[config.mk]
export PLATFORM = sky130hd
export DESIGN_NAME = guia_05_sweep_ctrl
export DESIGN_NICKNAME = d
export VERILOG_FILES = /design/src/rtl/guia_05_sweep_ctrl.sv
export SDC_FILE = /design/constraint.sdc
export NUM_CORES = 1
export LEC_CHECK = 0
export BUFFER_PORTS_ARGS = -buffer_cell sky130_fd_sc_hd__buf_4
export CAP_MARGIN = 20
export CORE_AREA = 2 2 39 41
export CTS_BUF_LIST = sky130_fd_sc_hd__clkbuf_8
export CTS_CLUSTER_DIAMETER = 200
export DETAILED_ROUTE_END_ITERATION = 16
export DIE_AREA = 0 0 41 43
export HOLD_SLACK_MARGIN = 0.1
export PLACE_DENSITY = 0.77
export SLEW_MARGIN = 15
export SYNTH_ARGS = -nofsm -noshare
export SYNTH_HDL_FRONTEND = slang
export SYNTH_SLANG_ARGS = --single-unit
[constraint.sdc]
create_clock -name clk -period 2.74 [get_ports clk]
set_input_delay 0.274 -clock clk [delete_from_list [all_inputs] [get_ports clk]]
set_output_delay 0.274 -clock clk [all_outputs]
set_load 0.01 [all_outputs]
[src/rtl/guia_05_sweep_ctrl.sv]
// Sweep sequencer for a small combinational gate-under-test.
// Drives every input vector, samples s after a settle time, counts mismatches.
module guia_05_sweep_ctrl #(
  parameter int                 N_IN   = 2,
  parameter int                 SETTLE = 1,
  parameter logic [2**N_IN-1:0] EXPECT = 4'b1011
) (
  input  logic            clk,
  input  logic            rst_n,
  input  logic            start,
  input  logic            abort,
  input  logic            dut_s,
  output logic [N_IN-1:0] dut_in,
  output logic            busy,
  output logic            done,
  output logic            pass,
  output logic [N_IN:0]   err_count,
  output logic            first_err_valid,
  output logic [N_IN-1:0] first_err_vec
);

  typedef enum logic [1:0] {
    ST_IDLE,
    ST_SETTLE,
    ST_SAMPLE,
    ST_DONE
  } state_t;

  localparam int CW = (SETTLE > 1) ? $clog2(SETTLE) : 1;
  // counter runs RELOAD..0, giving SETTLE idle cycles per vector
  localparam logic [CW-1:0] RELOAD =
    (SETTLE > 0) ? CW'(SETTLE - 1) : '0;
  localparam logic [N_IN-1:0] LAST = '1;
  localparam state_t ENTRY =
    (SETTLE == 0) ? ST_SAMPLE : ST_SETTLE;

  state_t            state_q;
  logic [N_IN-1:0]   vec_q;
  logic [CW-1:0]     cnt_q;
  logic [N_IN:0]     err_q;
  logic              fv_q;
  logic [N_IN-1:0]   fvec_q;
  logic              pass_q;
  logic              mis;

  assign mis = dut_s != EXPECT[vec_q];

  always_ff @(posedge clk or negedge rst_n) begin
    if (!rst_n) begin
      state_q <= ST_IDLE;
      vec_q   <= '0;
      cnt_q   <= '0;
      err_q   <= '0;
      fv_q    <= 1'b0;
      fvec_q  <= '0;
      pass_q  <= 1'b0;
    end else begin
      unique case (state_q)
        ST_IDLE: begin
          if (start) begin
            state_q <= ENTRY;
            vec_q   <= '0;
            cnt_q   <= RELOAD;
            err_q   <= '0;
            fv_q    <= 1'b0;
            fvec_q  <= '0;
            pass_q  <= 1'b0;
          end
        end
        ST_SETTLE: begin
          if (abort) begin
            state_q <= ST_IDLE;
            vec_q   <= '0;
            pass_q  <= 1'b0;
          end else if (cnt_q == '0) begin
            state_q <= ST_SAMPLE;
          end else begin
            cnt_q <= cnt_q - 1'b1;
          end
        end
        ST_SAMPLE: begin
          // abort beats the final sample, so no done pulse
          if (abort) begin
            state_q <= ST_IDLE;
            vec_q   <= '0;
            pass_q  <= 1'b0;
          end else begin
            if (mis) begin
              err_q <= err_q + 1'b1;
              if (!fv_q) begin
                fv_q   <= 1'b1;
                fvec_q <= vec_q;
              end
            end
            if (vec_q == LAST) begin
              state_q <= ST_DONE;
            end else begin
              vec_q   <= vec_q + 1'b1;
              cnt_q   <= RELOAD;
              state_q <= ENTRY;
            end
          end
        end
        ST_DONE: begin
          pass_q  <= (err_q == '0);
          state_q <= ST_IDLE;
        end
        default: state_q <= ST_IDLE;
      endcase
    end
  end

  assign dut_in          = vec_q;
  assign busy            = (state_q == ST_SETTLE) ||
                           (state_q == ST_SAMPLE);
  assign done            = (state_q == ST_DONE);
  assign pass            = pass_q;
  assign err_count       = err_q;
  assign first_err_valid = fv_q;
  assign first_err_vec   = fvec_q;

endmodule

# After elaboration in Yosys (flattened, before gate mapping)
# Index checks and enable logic that the tools add are counted.
op_classes:
  n_reduce_logical: 12
  addsub: 3
  eq_ne: 15
  order_cmp: 1
  mux: 32
ops:
  columns: ["operator", "count"]
  rows:
  - ["2-to-1 mux 2 bit", 12]
  - ["inequality test 2 bit (second input constant)", 7]
  - ["AND reduction 5 bit", 2]
  - ["2-to-1 mux 1 bit", 9]
  - ["2-to-1 mux 3 bit", 3]
  - ["one-hot mux 2 bit (4 select lines)", 1]
  - ["AND reduction 4 bit", 2]
  - ["equality test 2 bit (second input constant)", 3]
  - ["inequality test 3 bit (second input constant)", 2]
  - ["one-hot mux 1 bit (3 select lines)", 2]
  - ["one-hot mux 2 bit (3 select lines)", 1]
  - ["one-hot mux 3 bit (2 select lines)", 1]
  - ["one-hot mux 2 bit (2 select lines)", 1]
  - ["AND reduction 2 bit", 2]
  - ["adder 3 x 1 -> 3 bit (second input constant)", 1]
  - ["logical NOT 3 bit", 1]
  - ["less-than comparator 2 x 3 -> 1 bit (second input constant)", 1]
  - ["nonzero test 3 bit", 1]
  - ["adder 2 x 1 -> 2 bit (second input constant)", 1]
  - ["binary-select mux 1 bit (select 2 bit)", 1]
  - ["equality test 2 x 1 -> 1 bit (second input constant)", 1]
  - ["logical NOT 2 bit", 1]
  - ["inequality test 2 x 1 -> 1 bit (second input constant)", 1]
  - ["one-hot mux 1 bit (2 select lines)", 1]
  - ["5 further kinds", 5]
word_totals:
  ff_bits: 12
  in_bits: 5
  output_inout_bits: 11

# Logic depth before layout (Yosys ltp)
logic_depth:
  depth_word: 6
  mapped_depth: 8
  depth_no_buf: 6

# Worst setup path after synthesis
# Ideal clock, no wire load.
synth_timing:
  path_type: "register to register"
  start: "reg state_q[0]"
  end: "reg err_q[1], in the netlist err_count[1]"
  stages_incl_launch_ff: 8
  n_path_buf: 1
  path_slack_ns: 1.026
  arrival_ns: 1.646
  setup_ns: 0.068
  t_required_ns: 2.672
  path_cell_list: "dfrtp_1 > inv_1 > ha_1 > nor2b_4 > a211o_1 > buf_6 > or3_1 > nand3_1"
synth_via:
  elab_chain_cells: 3
  elab_cells_between_ends: 8
  cone_classes: "eq/ne (4); mux (1); reduce/logical (3)"
synth_rtl:
  columns: ["item", "line_no", "text"]
  rows:
  - ["start, declared", "37", "state_t state_q;"]
  - ["start signal, assigned", "50", "state_q <= ST_IDLE;"]
  - ["start signal, assigned", "61", "state_q <= ENTRY;"]
  - ["start signal, assigned", "72", "state_q <= ST_IDLE;"]
  - ["equality test 2 bit or logical NOT 2 bit (tied branches)", "58", "unique case (state_q)"]
  - ["inequality test 2 bit (no source line) or nonzero test 2 bit (tied branches)", null, null]
  - ["AND reduction 4 bit (no source line)", null, null]
  - ["end signal, assigned", "89", "err_q <= err_q + 1'b1;"]
  - ["end, declared", "40", "logic [N_IN:0] err_q;"]
# Several ways; a longest one is shown, not always the timed one.
# A chain may end at the register's enable or synchronous reset.

# Worst setup path after layout
layout_timing:
  start: "reg state_q[0]"
  end: "reg err_q[0], in the netlist err_count[0]"
# The elaborated chain is that of the path after synthesis.

==> impl_summary.md <==
Outcome
The flow ran to the end, and the final reports show no timing, DRC or antenna violations.

Clocking
The clock sink count is 11. The level count of the clock H-tree is 1. The tree is rooted in a sky130_fd_sc_hd__clkbuf_8. The number of buffers on the longest clock path is 2.

After clock tree synthesis, the clock-pin slew on the worst setup and hold paths is 0.05 ns. The insertion delay to the later sink of the worst-skew pair is 0.24 ns. The number of clock buffers inserted by TritonCTS is 3. TritonCTS built the clock tree. In this run, post-CTS repair resized a total of 0 instances.

Worst setup path
Together, buffers and inverters on the worst path number 1. The type of destination of the critical path is a register. On the worst path, the slowest cell contributes a delay of 0.50 ns. At the worst endpoint, the required time is 2.91 ns.

The classification of the worst setup path is reg -> reg. The setup check on the worst reg-to-reg path leaves a slack of 0.74 ns. The library cell contributing the largest single delay on the critical path is sky130_fd_sc_hd__or4_1. The number of gates on the worst path with buffers counted is 6. In this run the critical register-to-register path is captured at err_count[0].

Data arrives at the worst endpoint at 2.17 ns. The source of the critical timing path is state_q[0]. The worst register-to-register path has a depth of 6. The top fanout value on the critical path is 11. The nature of the critical path startpoint is a register. The critical path ends at err_count[0]. The critical path goes through inv_1 -> ha_1 -> nor2_1 -> a211o_1 -> or4_1 -> nand3_1. The family with the most delay on the worst path is simple AND/OR/NAND/NOR gates.

The launch instance of the worst register-to-register path is state_q[0].

Routing
The first detailed-routing pass ran for 4 iterations. The average detailed-routed wire length per instance is 13.5 um. For this run, design rule violations remaining after detail routing come to 0. After detailed routing, the total wire length is 1450 um.

The number of nets with antenna violations after detailed routing is 0. The total vias in the final route is 572. The detailed router finished its first iteration with 16 violations. The via-per-instance ratio is 5.35.

Global routing
Entering global routing, the biggest net connects 12 pins. In the global route stage, overall resource usage came out at 20.6%. The initial antenna violation count is 0. The number of global-route vias before repair is 582. The total overflow reported by the global router is 0. The first global-routing pass estimated 2420 um of wire.

Synthesis
The number of distinct library cells after synthesis is 24. The synthesized area divided by synthesized cell count is 9.46 sq um. The mapped cell area is 691 sq um. The top flip-flop cell by instance count after synthesis is sky130_fd_sc_hd__dfrtp_1. The net count after synthesis is 87. During synthesis, Yosys emitted a total of 0 warnings.

The synthesized netlist devotes 13.6% of its cell area to compound gates. In the post-synthesis netlist, the biggest area contributors are sky130_fd_sc_hd__dfrtp_1 40%, sky130_fd_sc_hd__ha_1 16%, sky130_fd_sc_hd__inv_1 4.9%, sky130_fd_sc_hd__nand2_1 4.3%, sky130_fd_sc_hd__o21ai_0 3.6%. The synthesized design spends more area on one cell type than any other, namely sky130_fd_sc_hd__dfrtp_1. The post-synthesis sequential area ratio is 39.9%. The synthesized netlist cell count is 73. The number of flops mapped to enable cells by yosys is 0. sky130_fd_sc_hd__dfrtp_1 is the most common cell in the netlist. Of the total synthesized cell area, the portion taken by AND, OR, NAND and NOR gates is 16.7%. The adder-cell share of the synthesized area is 16.3%.

By area, the combinational part of the netlist is dominated by simple AND/OR/NAND/NOR gates. The top cell type by area accounts for 39.9% of the synthesized area. By count the netlist is led by 11 x sky130_fd_sc_hd__dfrtp_1, 9 x sky130_fd_sc_hd__ha_1, 9 x sky130_fd_sc_hd__inv_1. The number of synthesized register bits is 11. The XOR/XNOR share of the synthesized area is 1.27%. Of the post-synthesis cell area, the part taken by muxes is 4.71%. Of all flip-flops after synthesis, the portion carrying an async set or reset was 100%.

Timing
Measured against its own limit, the worst slew margin works out to 63.4%. The number of pins exceeding their max-slew limit in the final report was 0. Setup repair after global routing left no endpoint under its margin. Based on the critical path, the design can be clocked at up to 0.501 GHz. The post-route clock skew is 0.000361 ns. The total negative slack for setup checks is 0 ns.

Dividing the final minimum period by the clock period gives 72.9%. The number of endpoints failing setup at the final stage is 0. After layout, the minimum clock period comes to 2.00 ns. At the pin with the least slew margin, the transition time is 0.547 ns. The count of endpoints failing hold in the final timing report is 0.

Job
The count of max-cap constraint violations is 0.

Placed design
The global placement routability congestion is 0.754. Including well taps, the total number of placed cells is 102. The count of buffers added on input and output ports is 15. Detailed placement ended at an HPWL of 1060 um.

Cells and area
The post-route netlist has 23.1% of its cells at a drive strength greater than 1. Compared with the post-synthesis result, the final layout area differs by 24.5%. The number of fill cells in the layout is 121. After the flow finishes, the layout carries non-filler instances totaling 107. In the final design database the tool counted 106 nets. The number of antenna diodes in the final layout is 0.

Die
The vertical die dimension is 43 um. The horizontal die dimension is 41 um. The boundary pin count is 16.

The floorplan die area is 0.00176 sq mm. The initialized floorplan defines 14 standard-cell rows. The core region is 0.00138 sq mm.

For this configuration, the core starts out at a cell density of 49.9%.

Pwr
For this design the ratio of total power to cell area is 814 mW/mm^2. The largest vdd supply drop is 0.433 mV. The leakage dissipation is 0.000440 uW.

Worst hold path
The class of the worst hold path is in -> reg.
[sequential cells by signal, summed over array words and instances, names as in the netlist]
register and flops:
state_q 2, first_err_valid 1, err_count 3, first_err_vec 2
dut_in 2, pass 1
[routing by layer]
| layer | vias up | track usage, % | part of all wire, % |
|---|---|---|---|
| met5 | - | 0 | 0 |
| met4 | 0 | 10.0 | 2.1 |
| met3 | 6 | 6.81 | 5.4 |
| met2 | 17 | 30.9 | 50 |
| met1 | 265 | 25.2 | 42 |
| li1 | 284 | - | - |
[power breakdown]
| group | internal, uW | switching [uW] | leakage [uW] | total (uW) |
|---|---|---|---|---|
| combinational | 137 | 171 | 0.000263 | 309 |
| sequential | 194 | 37.0 | 0.000150 | 231 |
| clock | 98.4 | 61.3 | 0.0000269 | 160 |
| total | 430 | 270 | 0.000440 | 700 |
[final cells by class]
cell class | count | area [sq um] | area share [%]
tap | 16 | 20.0 | 2.33
clock buffer | 3 | 41.3 | 4.80
sequential | 11 | 275 | 32.0
multi-input combinational | 51 | 363 | 42.2
clock inverter | 1 | 3.75 | 0.437
timing repair buffer | 16 | 123 | 14.3
inverter | 9 | 33.8 | 3.93
[layout by cell type, fill, tap and decap left out, types with 2 or more instances in the layout]
cell type                   n
sky130_fd_sc_hd__o21ai_1    2
sky130_fd_sc_hd__dfrtp_1   11
sky130_fd_sc_hd__a21oi_1    2
sky130_fd_sc_hd__o31ai_1    3
sky130_fd_sc_hd__clkbuf_8   3
sky130_fd_sc_hd__nand3_1    4
sky130_fd_sc_hd__ha_1       9
sky130_fd_sc_hd__nand2_1    8
sky130_fd_sc_hd__buf_4     15
sky130_fd_sc_hd__nor2_1     6
sky130_fd_sc_hd__inv_1     10
sky130_fd_sc_hd__o21ai_0    5
[metrics by stage]
stage | utilization (%) | cell area, sq um | total power, uW | setup WS [ns] | hold slack [ns]
floorplan | - | 691 | 460 | 1.03 | -0.0216
global placement | 58.1 | 805 | 527 | 0.848 | 0.115
detailed placement | 58.1 | 805 | 540 | 0.770 | 0.118
CTS | 62.1 | 860 | 705 | 0.756 | 0.255
global route | 62.1 | 860 | 756 | 0.587 | 0.260
finish | 62.1 | 860 | 700 | 0.744 | 0.263
[how the worst min path moves through the flow]
stage | startpoint | to | slack, ns | cells past startpoint
CTS | abort | state_q[1] | 0.25 | 2
global route | abort | state_q[1] | 0.26 | 2
finish | abort | state_q[1] | 0.26 | 2
detailed placement | rst_n | err_count[0] | 0.12 | 1
floorplan | rst_n | dut_in[0] | -0.02 | 0
global placement | rst_n | err_count[1] | 0.12 | 1
[cell families (layout without fill, tap and decap cells)]
family | Yosys count | after routing
adders and majority gates | 9 | 9
DFF | 11 | 11
buffers and inverters | 11 | 29
AOI/OAI and AO/OA | 15 | 15
and+or+nand+nor | 23 | 23
muxes | 3 | 3
xor gates and xnor gates | 1 | 1
[what timing repair did]
action                                 4_1_cts  5_1_grt
hold buffers                                 1        0
endpoints found under the hold margin       11        0
buffers inserted                             0        0
Note: power is estimated with default switching activity, not from simulation.
